$ cat config.mk
export PLATFORM = sky130hd
export DESIGN_NAME = ex_mem_skid_reg
export DESIGN_NICKNAME = d
export VERILOG_FILES = /design/src/rtl/ex_mem_skid_reg.sv
export SDC_FILE = /design/constraint.sdc
export NUM_CORES = 1
export LEC_CHECK = 0
export ABC_AREA = 0
export BUFFER_PORTS_ARGS = -buffer_cell sky130_fd_sc_hd__buf_2
export CAP_MARGIN = 10
export CORE_UTILIZATION = 33
export DETAILED_ROUTE_END_ITERATION = 10
export HOLD_SLACK_MARGIN = 0.05
export PLACE_DENSITY = 0.63
export RECOVER_POWER = 25
export SLEW_MARGIN = 40
export SYNTH_ARGS = -nofsm -noshare
export SYNTH_HDL_FRONTEND = slang
export SYNTH_SLANG_ARGS = --single-unit
$ cat constraint.sdc
create_clock -name clk -period 2 [get_ports clk]
set_input_delay 0.2 -clock clk [delete_from_list [all_inputs] [get_ports clk]]
set_output_delay 0.2 -clock clk [all_outputs]
set_load 0.05 [all_outputs]
$ cat src/rtl/ex_mem_skid_reg.sv
// EX/MEM pipeline register with a 2-entry skid buffer, so a MEM stall never reaches EX combinationally.
// Adds a hazard flush, bubble squashing of side-effecting controls and a saturating stall counter.
module ex_mem_skid_reg #(
   parameter int XLEN   = 32,
   parameter int REG_AW = 5,
   parameter int RSRC_W = 2,
   parameter int CNT_W  = 16
) (
   input  logic              clk,
   input  logic              rst,
   input  logic              flush,
   input  logic              ValidE,
   output logic              ReadyE,
   input  logic [XLEN-1:0]   ALUResult,
   input  logic [XLEN-1:0]   WriteDataE,
   input  logic [XLEN-1:0]   PCPlus4E,
   input  logic [REG_AW-1:0] RdE,
   input  logic              RegWriteE,
   input  logic              MemWriteE,
   input  logic [RSRC_W-1:0] ResultSrcE,
   input  logic              ReadyM,
   output logic              ValidM,
   output logic [XLEN-1:0]   ALUResultM,
   output logic [XLEN-1:0]   WriteDataM,
   output logic [XLEN-1:0]   PCPlus4M,
   output logic [REG_AW-1:0] RdM,
   output logic              RegWriteM,
   output logic              MemWriteM,
   output logic [RSRC_W-1:0] ResultSrcM,
   output logic [CNT_W-1:0]  StallCnt,
   output logic [1:0]        state_dbg_o
);

   localparam int PW = 3*XLEN + REG_AW + 2 + RSRC_W;

   typedef enum logic [1:0] {
      EMPTY = 2'd0,
      ONE   = 2'd1,
      FULL  = 2'd2
   } state_e;

   state_e            state_q, state_d;
   logic [PW-1:0]     main_q, main_d;
   logic [PW-1:0]     skid_q, skid_d;
   logic [CNT_W-1:0]  cnt_q, cnt_d;
   logic              ready_q, ready_d;
   logic [PW-1:0]     in_pl;
   logic              valid_m;
   logic              accept;
   logic              drain;

   logic [XLEN-1:0]   alu_h, wd_h, pc_h;
   logic [REG_AW-1:0] rd_h;
   logic              rw_h, mw_h;
   logic [RSRC_W-1:0] rs_h;

   assign in_pl   = {ALUResult, WriteDataE, PCPlus4E, RdE, RegWriteE, MemWriteE, ResultSrcE};
   assign valid_m = (state_q != EMPTY);
   assign accept  = ValidE & ready_q;
   assign drain   = valid_m & ReadyM;

   always_comb begin
      state_d = state_q;
      main_d  = main_q;
      skid_d  = skid_q;
      cnt_d   = cnt_q;

      if (flush) begin
         // Flush wins over any same-cycle accept or drain; the counter keeps its value.
         state_d = EMPTY;
         main_d  = '0;
         skid_d  = '0;
      end else begin
         if (valid_m && !ReadyM && (cnt_q != {CNT_W{1'b1}}))
            cnt_d = cnt_q + CNT_W'(1);

         case (state_q)
            EMPTY: begin
               if (accept) begin
                  state_d = ONE;
                  main_d  = in_pl;
               end
            end
            ONE: begin
               if (accept && drain) begin
                  main_d = in_pl;
               end else if (accept) begin
                  state_d = FULL;
                  skid_d  = in_pl;
               end else if (drain) begin
                  state_d = EMPTY;
               end
            end
            FULL: begin
               if (drain) begin
                  state_d = ONE;
                  main_d  = skid_q;
               end
            end
            default: state_d = EMPTY;
         endcase
      end

      // ReadyE is registered: it only reflects whether the skid slot will be free.
      ready_d = (state_d != FULL);
   end

   always_ff @(posedge clk) begin
      if (rst) begin
         state_q <= EMPTY;
         main_q  <= '0;
         skid_q  <= '0;
         cnt_q   <= '0;
         ready_q <= 1'b1;
      end else begin
         state_q <= state_d;
         main_q  <= main_d;
         skid_q  <= skid_d;
         cnt_q   <= cnt_d;
         ready_q <= ready_d;
      end
   end

   assign {alu_h, wd_h, pc_h, rd_h, rw_h, mw_h, rs_h} = main_q;

   assign ReadyE      = ready_q;
   assign ValidM      = valid_m;
   assign ALUResultM  = alu_h;
   assign WriteDataM  = wd_h;
   assign PCPlus4M    = pc_h;
   assign ResultSrcM  = rs_h;
   // Bubbles must never write the register file or memory, whatever stale data sits in main.
   assign RdM         = valid_m ? rd_h : '0;
   assign RegWriteM   = valid_m & rw_h;
   assign MemWriteM   = valid_m & mw_h;
   assign StallCnt    = cnt_q;
   assign state_dbg_o = state_q;

endmodule

Word level (Yosys, flattened, before mapping)
Index checks and enable logic that the tools add are counted.
{ "word_totals": {"ff_bits": 229, "latchBits": 0, "inputBits": 110, "rom_bits": 0, "ramBits": 0, "memories": 0, "out_inout_bits": 125} }
{ "op_classes": {"bitwise_logic": 6, "reduce_logical": 11, "addsub": 1, "shift": 0, "n_mux": 12, "eq_ne": 7, "order_cmp": 0, "div": 0, "mul": 0} }
{ "op_table": {"columns": ["operator", "count"], "rows": [
  ["105-bit two-way mux", 3],
  ["105-bit case mux with 3 select lines", 1],
  ["16-bit by 1-bit adder with 16-bit output (second input constant)", 1],
  ["16-bit != test (second input constant)", 1],
  ["2-bit two-way mux", 6],
  ["2-bit != test (second input constant)", 4],
  ["2-bit case mux with 3 select lines", 1],
  ["5-bit two-way mux", 1],
  ["1-bit bitwise AND", 4],
  ["4-bit AND reduction", 1],
  ["1-bit logical AND", 3],
  ["3-bit AND reduction", 1],
  ["3-bit nonzero test", 1],
  ["2-bit by 1-bit == test with 1-bit output (second input constant)", 1],
  ["2-bit == test (second input constant)", 1],
  ["2-bit logical NOT", 1],
  ["1-bit NOT", 2],
  ["2-bit AND reduction", 1],
  ["2-bit nonzero test", 1],
  ["2-bit OR reduction", 1],
  ["1-bit logical NOT", 1]
]} }

Logic depth before layout (Yosys ltp)
Gate-level depths: netlist of run 1.
{ "logic_depth": {"word_depth": 8, "depth_mapped": 8, "depth_no_buf": 5} }

Worst setup path before layout of run 1
OpenSTA, ideal clock, no wires.
{ "synth_timing": {"path_kind": "register to register", "start": "reg state_q[0], in the netlist state_dbg_o[0]", "end": "reg cnt_q[12], in the netlist StallCnt[12]", "path_slack_ps": -395, "setup_time_ps": 70, "arrival_ps": 2325, "n_path_buf": 2, "stages_incl_launch_ff": 8, "cell_sequence": "dfxtp_1 -> buf_2 -> nor2_1 -> inv_1 -> clkbuf_1 -> nand3_1 -> or4_1 -> a21oi_1"} }
{ "synth_between": {"elab_chain_cells": 4} }
{ "synth_lines": {"columns": ["item", "line_no", "source"], "rows": [
  ["from (decl)", "42", "state_e state_q, state_d;"],
  ["from (signal assigned)", "116", "state_q <= state_d;"],
  ["2-bit nonzero test", "58", "assign valid_m = (state_q != EMPTY);"],
  ["via ValidM", "22", "output logic ValidM,"],
  ["1-bit logical AND (2 in a row)", "74", "if (valid_m && !ReadyM && (cnt_q != {CNT_W{1'b1}}))"],
  ["2-bit AND reduction (no line)", null, null],
  ["to (signal assigned)", "119", "cnt_q <= cnt_d;"],
  ["to (decl)", "45", "logic [CNT_W-1:0] cnt_q, cnt_d;"]
]} }
The timed path passes the listed nets, and every way through them passes these cells.
A chain may end at the register's enable or synchronous reset.

Worst setup path after layout of run 1
{ "layout_timing": {"start": "reg state_q[0], in the netlist state_dbg_o[0]", "end": "out RdM[4]"} }
{ "layout_between": {"elab_chain_cells": 2} }
{ "layout_lines": {"columns": ["item", "line_no", "source"], "rows": [
  ["2-bit nonzero test", "58", null],
  ["5-bit two-way mux", "133", "assign RdM = valid_m ? rd_h : '0;"],
  ["to (decl)", "26", "output logic [REG_AW-1:0] RdM,"]
]} }
Every way passes these cells.

==> flow_summary.toml, run 1 <==
[drt]
route.detailed.drc = 0
wl_met2_mm = 13.6
wl_per_cell_um = 15.9
vias_per_cell = 5.00
wl_met3_mm = 1.64
drt_first_iter_violations = 400
ant_nets = 0
wl_met1_mm = 12.3
num_vias = 8888
wirelength_mm = 28.2
highest_layer = "met4"
first_pass_iters = 5

[die]
dieArea_um2 = 31300
die_x_um = 177
start_util_pct = 33.8
core_um2 = 29900
rows = 63
die_h_um = 177
pin_count = 235

[yosys]
synth.area.top_cells = "dfxtp_1 45%, mux2i_1 10%, a211oi_1 8.1%"
ys.flop_type = "dfxtp_1"
yosysWarnings = 0
synth-seq-area-share_pct = 45.3
synth_commonest_cells = "229 x dfxtp_1, 217 x nand2_1, 119 x a21oi_1"
ys_types = 40
ys_ff_latch = 229
postSynthCellCount = 1169
synth_top_cell_by_area = "dfxtp_1"
synthArstFlopShare_pct = 0
netlist.area_leader.share_pct = 45.3
syn_nets = 1280
synth.cell_area_um2 = 10100
yosysMostFrequentCell = "dfxtp_1"
synth-edff-count = 0
syn_avg_cell_area_um2 = 8.65

[placed_design]
dp_worst_setup_slack_ns = 0.169
dpl-instance-area_um2 = 11100
gp_congestion = 0.871
dp_hpwl_mm = 17.3
placedCellCount = 1629
io_buffers = 234

[hold_path]
hold_path_class = "in2reg"

[sta]
setup_viol_count_final = 0
worst_pin_slew_ns = 0.725
finalHoldViolations = 0
max_freq_ghz = 0.529
fin_crit_ns = 1.89
max-slew-margin-rel_pct = 51.9
period_share_pct = 94.5
slew_violations = 0
rsz0062_at_grt = "false"
holdWs_ns = 0.0942
finClkSkew_ns = 0.0166
tns_ns = 0
fin_ws_ns = 0.111

[layout]
layout.nets = 1483
drive_gt1_share_pct = 17.1
diodes = 0
final_cell_area_um2 = 12900
area_growth_pct = 27.2
instances_no_fill = 1778

[clock_tree]
cts_tree = "yes"
cts.sinks = 229
clk_pin_slew_ns = 0.06
clockRootBuffer = "clkbuf_16"
numCtsBuffers = 26
htreeDepth = 1
clkLatencyLatePin_ns = 0.52
clock_path_buffers = 3
post-cts-setup-buffers = 0

[setup_path]
crit_chain = "nor2_4 > inv_1 > buf_4 > and2_1 > clkbuf_4"
critPathKind = "reg2out"
slowest_delay_ns = 0.38
crit_path_max_fanout = 10
end_kind = "output pin"
cp.arrival_ns = 1.69
cpMaxStageDelayCell = "dfxtp_4"
startpoint_type = "register"
critical_path_required_ns = 1.80

[pwr]
cellPowerDensity_nw_per_um2 = 846
p_leak_nw = 5.37
ir_worst_vdd_v = 0.000601

[global_routing]
grt.total_usage_pct = 17.4
overflow = 0
antenna_found_initial = 0
grt_pass1_wl_mm = 44.3
grt_max_degree = 66
grt_pass1_vias = 8484

[run_status]
status = "complete, no violations"

[job]
max_cap_viol_count = 0
-- layout make-up --
cell class,count,area (µm²)
fill,2943,17000
sequential,229,4590
multi-input combinational,738,4390
timing repair buffer,373,2570
clock buffer,37,753
tap,390,488
clock inverter,7,60.1
inverter,4,15.0
-- placed cells by master (no fill, tap or decap), types with 2 or more instances in the layout --
cell and n:
dfxtp_1 225, nand2_1 217, buf_2 143, a21oi_1 119
nor3_1 112, a211oi_1 109, mux2i_1 105, dlygate4sd3_1 105
clkbuf_1 92, clkbuf_16 27, buf_4 19, buf_12 15
and2_1 9, nor2_1 9, nand3_1 7, or4_1 6
clkinv_2 6, o31ai_1 5, clkbuf_4 5, inv_1 4
nand3b_1 4, nand4_1 4, clkbuf_8 4, dfxtp_2 3
or2_4 3, nor2b_1 3, mux2_2 3, and4_1 2
and3_1 2, or3_1 2, o21ai_0 2
-- path summary, 6_finish.rpt --
kind	end	startpoint	slack (ns)	cells after the start
worst max register to register	StallCnt[6]	StallCnt[1]	0.15	5
worst max-delay path	RdM[4]	state_dbg_o[0]	0.11	5
worst min register to register	skid_q[101]	skid_q[101]	0.45	2
worst min-delay path	ReadyE	ReadyM	0.09	3
-- stage by stage --
step                utilization, %  power [mW]
finish                        43.1        10.9
global route                  43.1        11.3
CTS                           43.4        11.0
detailed placement            37.1        6.26
global placement              37.1        6.25
floorplan                        -        5.92
-- critical path: cells and delay by family, from the launching register on --
kind,cells,cell delay (ns)
buffers and inverters,3,0.45
flip-flops,1,0.38
AND/OR/NAND/NOR,2,0.33
-- registers in the layout, indices dropped and copies added, names as in the netlist --
signal / cells
main_q: 105
StallCnt: 16
skid_q: 105
state_dbg_o: 2
ReadyE: 1
-- metal layers --
metal,vias to the layer above,global-route usage (%)
met5,-,0
met4,0,5.57
met3,49,3.01
met2,239,29.6
met1,4197,22.2
li1,4403,-
-- power by group --
group	total, mW	internal, mW	switching [mW]	leakage, nW
Combinational	1.52	0.527	0.994	3.10
Sequential	4.78	4.70	0.0814	1.86
Clock	4.59	2.72	1.87	0.406
Total	10.9	7.94	2.94	5.37
-- cells by family after synthesis --
| kind of cell | synth area share (%) |
|---|---|
| and+or+nand+nor | 17.2 |
| AOI/OAI and AO/OA | 15.0 |
| DFF | 45.3 |
| buffers and inverters | 11.6 |
| muxes | 10.7 |
| adders and majority gates | 0.124 |
-- timing repair --
action,in CTS,in global routing
hold buffers,105,0
gates resized for setup,1,7
endpoints found under the hold margin,194,0
endpoints found under the setup margin,7,7
Note: power is estimated with default switching activity, not from simulation.
==> run 2, diff against run 1 <==
--- a/config.mk
+++ b/config.mk
@@ -7,11 +7,10 @@
 export LEC_CHECK = 0
 export ABC_AREA = 0
 export BUFFER_PORTS_ARGS = -buffer_cell sky130_fd_sc_hd__buf_2
-export CAP_MARGIN = 10
 export CORE_UTILIZATION = 33
 export DETAILED_ROUTE_END_ITERATION = 10
 export HOLD_SLACK_MARGIN = 0.05
-export PLACE_DENSITY = 0.63
+export PLACE_DENSITY = 0.65
 export RECOVER_POWER = 25
 export SLEW_MARGIN = 40
 export SYNTH_ARGS = -nofsm -noshare
==> constraint.sdc (replaced) <==
create_clock -name clk -period 1.6 [get_ports clk]
set_input_delay 0.16 -clock clk [delete_from_list [all_inputs] [get_ports clk]]
set_output_delay 0.16 -clock clk [all_outputs]
set_load 0.05 [all_outputs]
==> flow_summary.toml, run 2 (synthesis results as in run 1) <==
[sta]
holdWs_ns = 0.0710
max-slew-margin-rel_pct = 66.1
fin_ws_ns = -0.148
period_share_pct = 109
finClkSkew_ns = 0.0101
slew_violations = 0
max_freq_ghz = 0.572
setup_viol_count_final = 223
rsz0062_at_grt = "true"
finalHoldViolations = 0
fin_crit_ns = 1.75
tns_ns = -15.16
worst_pin_slew_ns = 0.509

[pwr]
ir_worst_vdd_v = 0.000824
cellPowerDensity_nw_per_um2 = 955
p_leak_nw = 6.50

[global_routing]
overflow = 0
grt_pass1_wl_mm = 49.1
antenna_found_initial = 1
grt_pass1_vias = 9477
grt_max_degree = 72
grt.total_usage_pct = 19.4

[run_status]
status = "finished, violations left"
violations = "negative setup slack"

[drt]
num_vias = 9587
drt_first_iter_violations = 512
route.detailed.drc = 0
vias_per_cell = 5.15
ant_nets = 0
wl_per_cell_um = 17.8
wirelength_mm = 33.1
first_pass_iters = 4

[die]
rows = 63
die_h_um = 177
die_x_um = 177
core_um2 = 29900
pin_count = 235
start_util_pct = 33.8
dieArea_um2 = 31300

[placed_design]
dp_worst_setup_slack_ns = -0.124
gp_congestion = 0.830
dp_hpwl_mm = 18.2
io_buffers = 234

[setup_path]
crit_start = "StallCnt[0]"
critPathKind = "reg2reg"
cp.arrival_ns = 2.17
crit_path_max_fanout = 5
startpoint_type = "register"
timing.rr.start = "StallCnt[0]"
end_kind = "register"
critical_path_required_ns = 2.02

[layout]
layout_commonest_cell = "nand2_1"
drive_gt1_share_pct = 39.4
final_util_pct = 50.8
fillers = 2615
area_growth_pct = 50.0
layout.nets = 1566
final_cell_mix = "214 x nand2_1, 211 x dfxtp_1, 194 x buf_2, 106 x dlygate4sd3_1, 105 x mux2i_1"
regArea_um2 = 4630
multi_input_area_um2 = 5180

[hold_path]
worstHoldStart = "ReadyM"
hold_path_class = "in2reg"

[clock_tree]
cts_tree = "yes"
cts.sinks = 229
clock_path_buffers = 3
clockRootBuffer = "clkbuf_16"
htreeDepth = 1
numCtsBuffers = 26
clk_pin_slew_ns = 0.06
clkLatencyLatePin_ns = 0.53

[job]
max_cap_viol_count = 0
-- run 2: layer usage --
metal  GRT usage (%)  vias up  wire length, µm
li1                -     4574                -
met1            23.0     4603            13700
met2            33.4      315            16100
met3            4.02       95             1920
met4            9.09        0             1360
met5               0        -                0
-- run 2: worst paths after layout --
path	to	slack, ns	depth (start not counted)
worst max-delay path	StallCnt[13]	-0.15	5
worst min register to register	skid_q[83]	0.45	2
worst max register to register	StallCnt[13]	-0.15	5
worst min-delay path	ReadyE	0.07	3
-- run 2: cell type report --
| type | instances | area share, % |
|---|---|---|
| inverters | 4 | 0.115 |
| clock inverters | 5 | 0.520 |
| clock buffers | 40 | 4.97 |
| multi-input cells | 739 | 34.2 |
| diodes | 1 | 0.0165 |
| repair buffers | 455 | 26.5 |
| flip-flops and latches | 229 | 30.5 |
| well taps | 390 | 3.22 |
-- run 2: metrics by stage --
stage | instance area [µm²] | std cells | power (mW)
final | 15200 | 1863 | 14.5
after global routing | 15200 | 1863 | 15.0
after CTS | 14600 | 1845 | 14.5
after detailed placement | 11700 | 1668 | 7.92
after global placement | 11700 | 1668 | 7.90
after floorplan | 10400 | 1169 | 7.48
-- run 2: power by group --
part | switching, mW | internal (mW)
clock | 2.37 | 3.55
sequential | 0.0955 | 5.86
combinational | 1.53 | 1.08
total | 4.00 | 10.5
-- run 2: timing repair --
item / in CTS / in global routing
resized for setup: 148 / 70
buffers inserted: 16 / 5
setup endpoints to repair: 86 / 235
pin swaps: 20 / 13
gates cloned: 11 / 14
hold buffers: 106 / 0
endpoints found under the hold margin: 216 / 0
-- run 2: critical path, cell delays in order, from the launching register on --
cell     delay (ns)
dfxtp_4        0.37
buf_6          0.10
nand4_1        0.11
or3_4          0.40
or4_1          0.51
and3_1         0.15
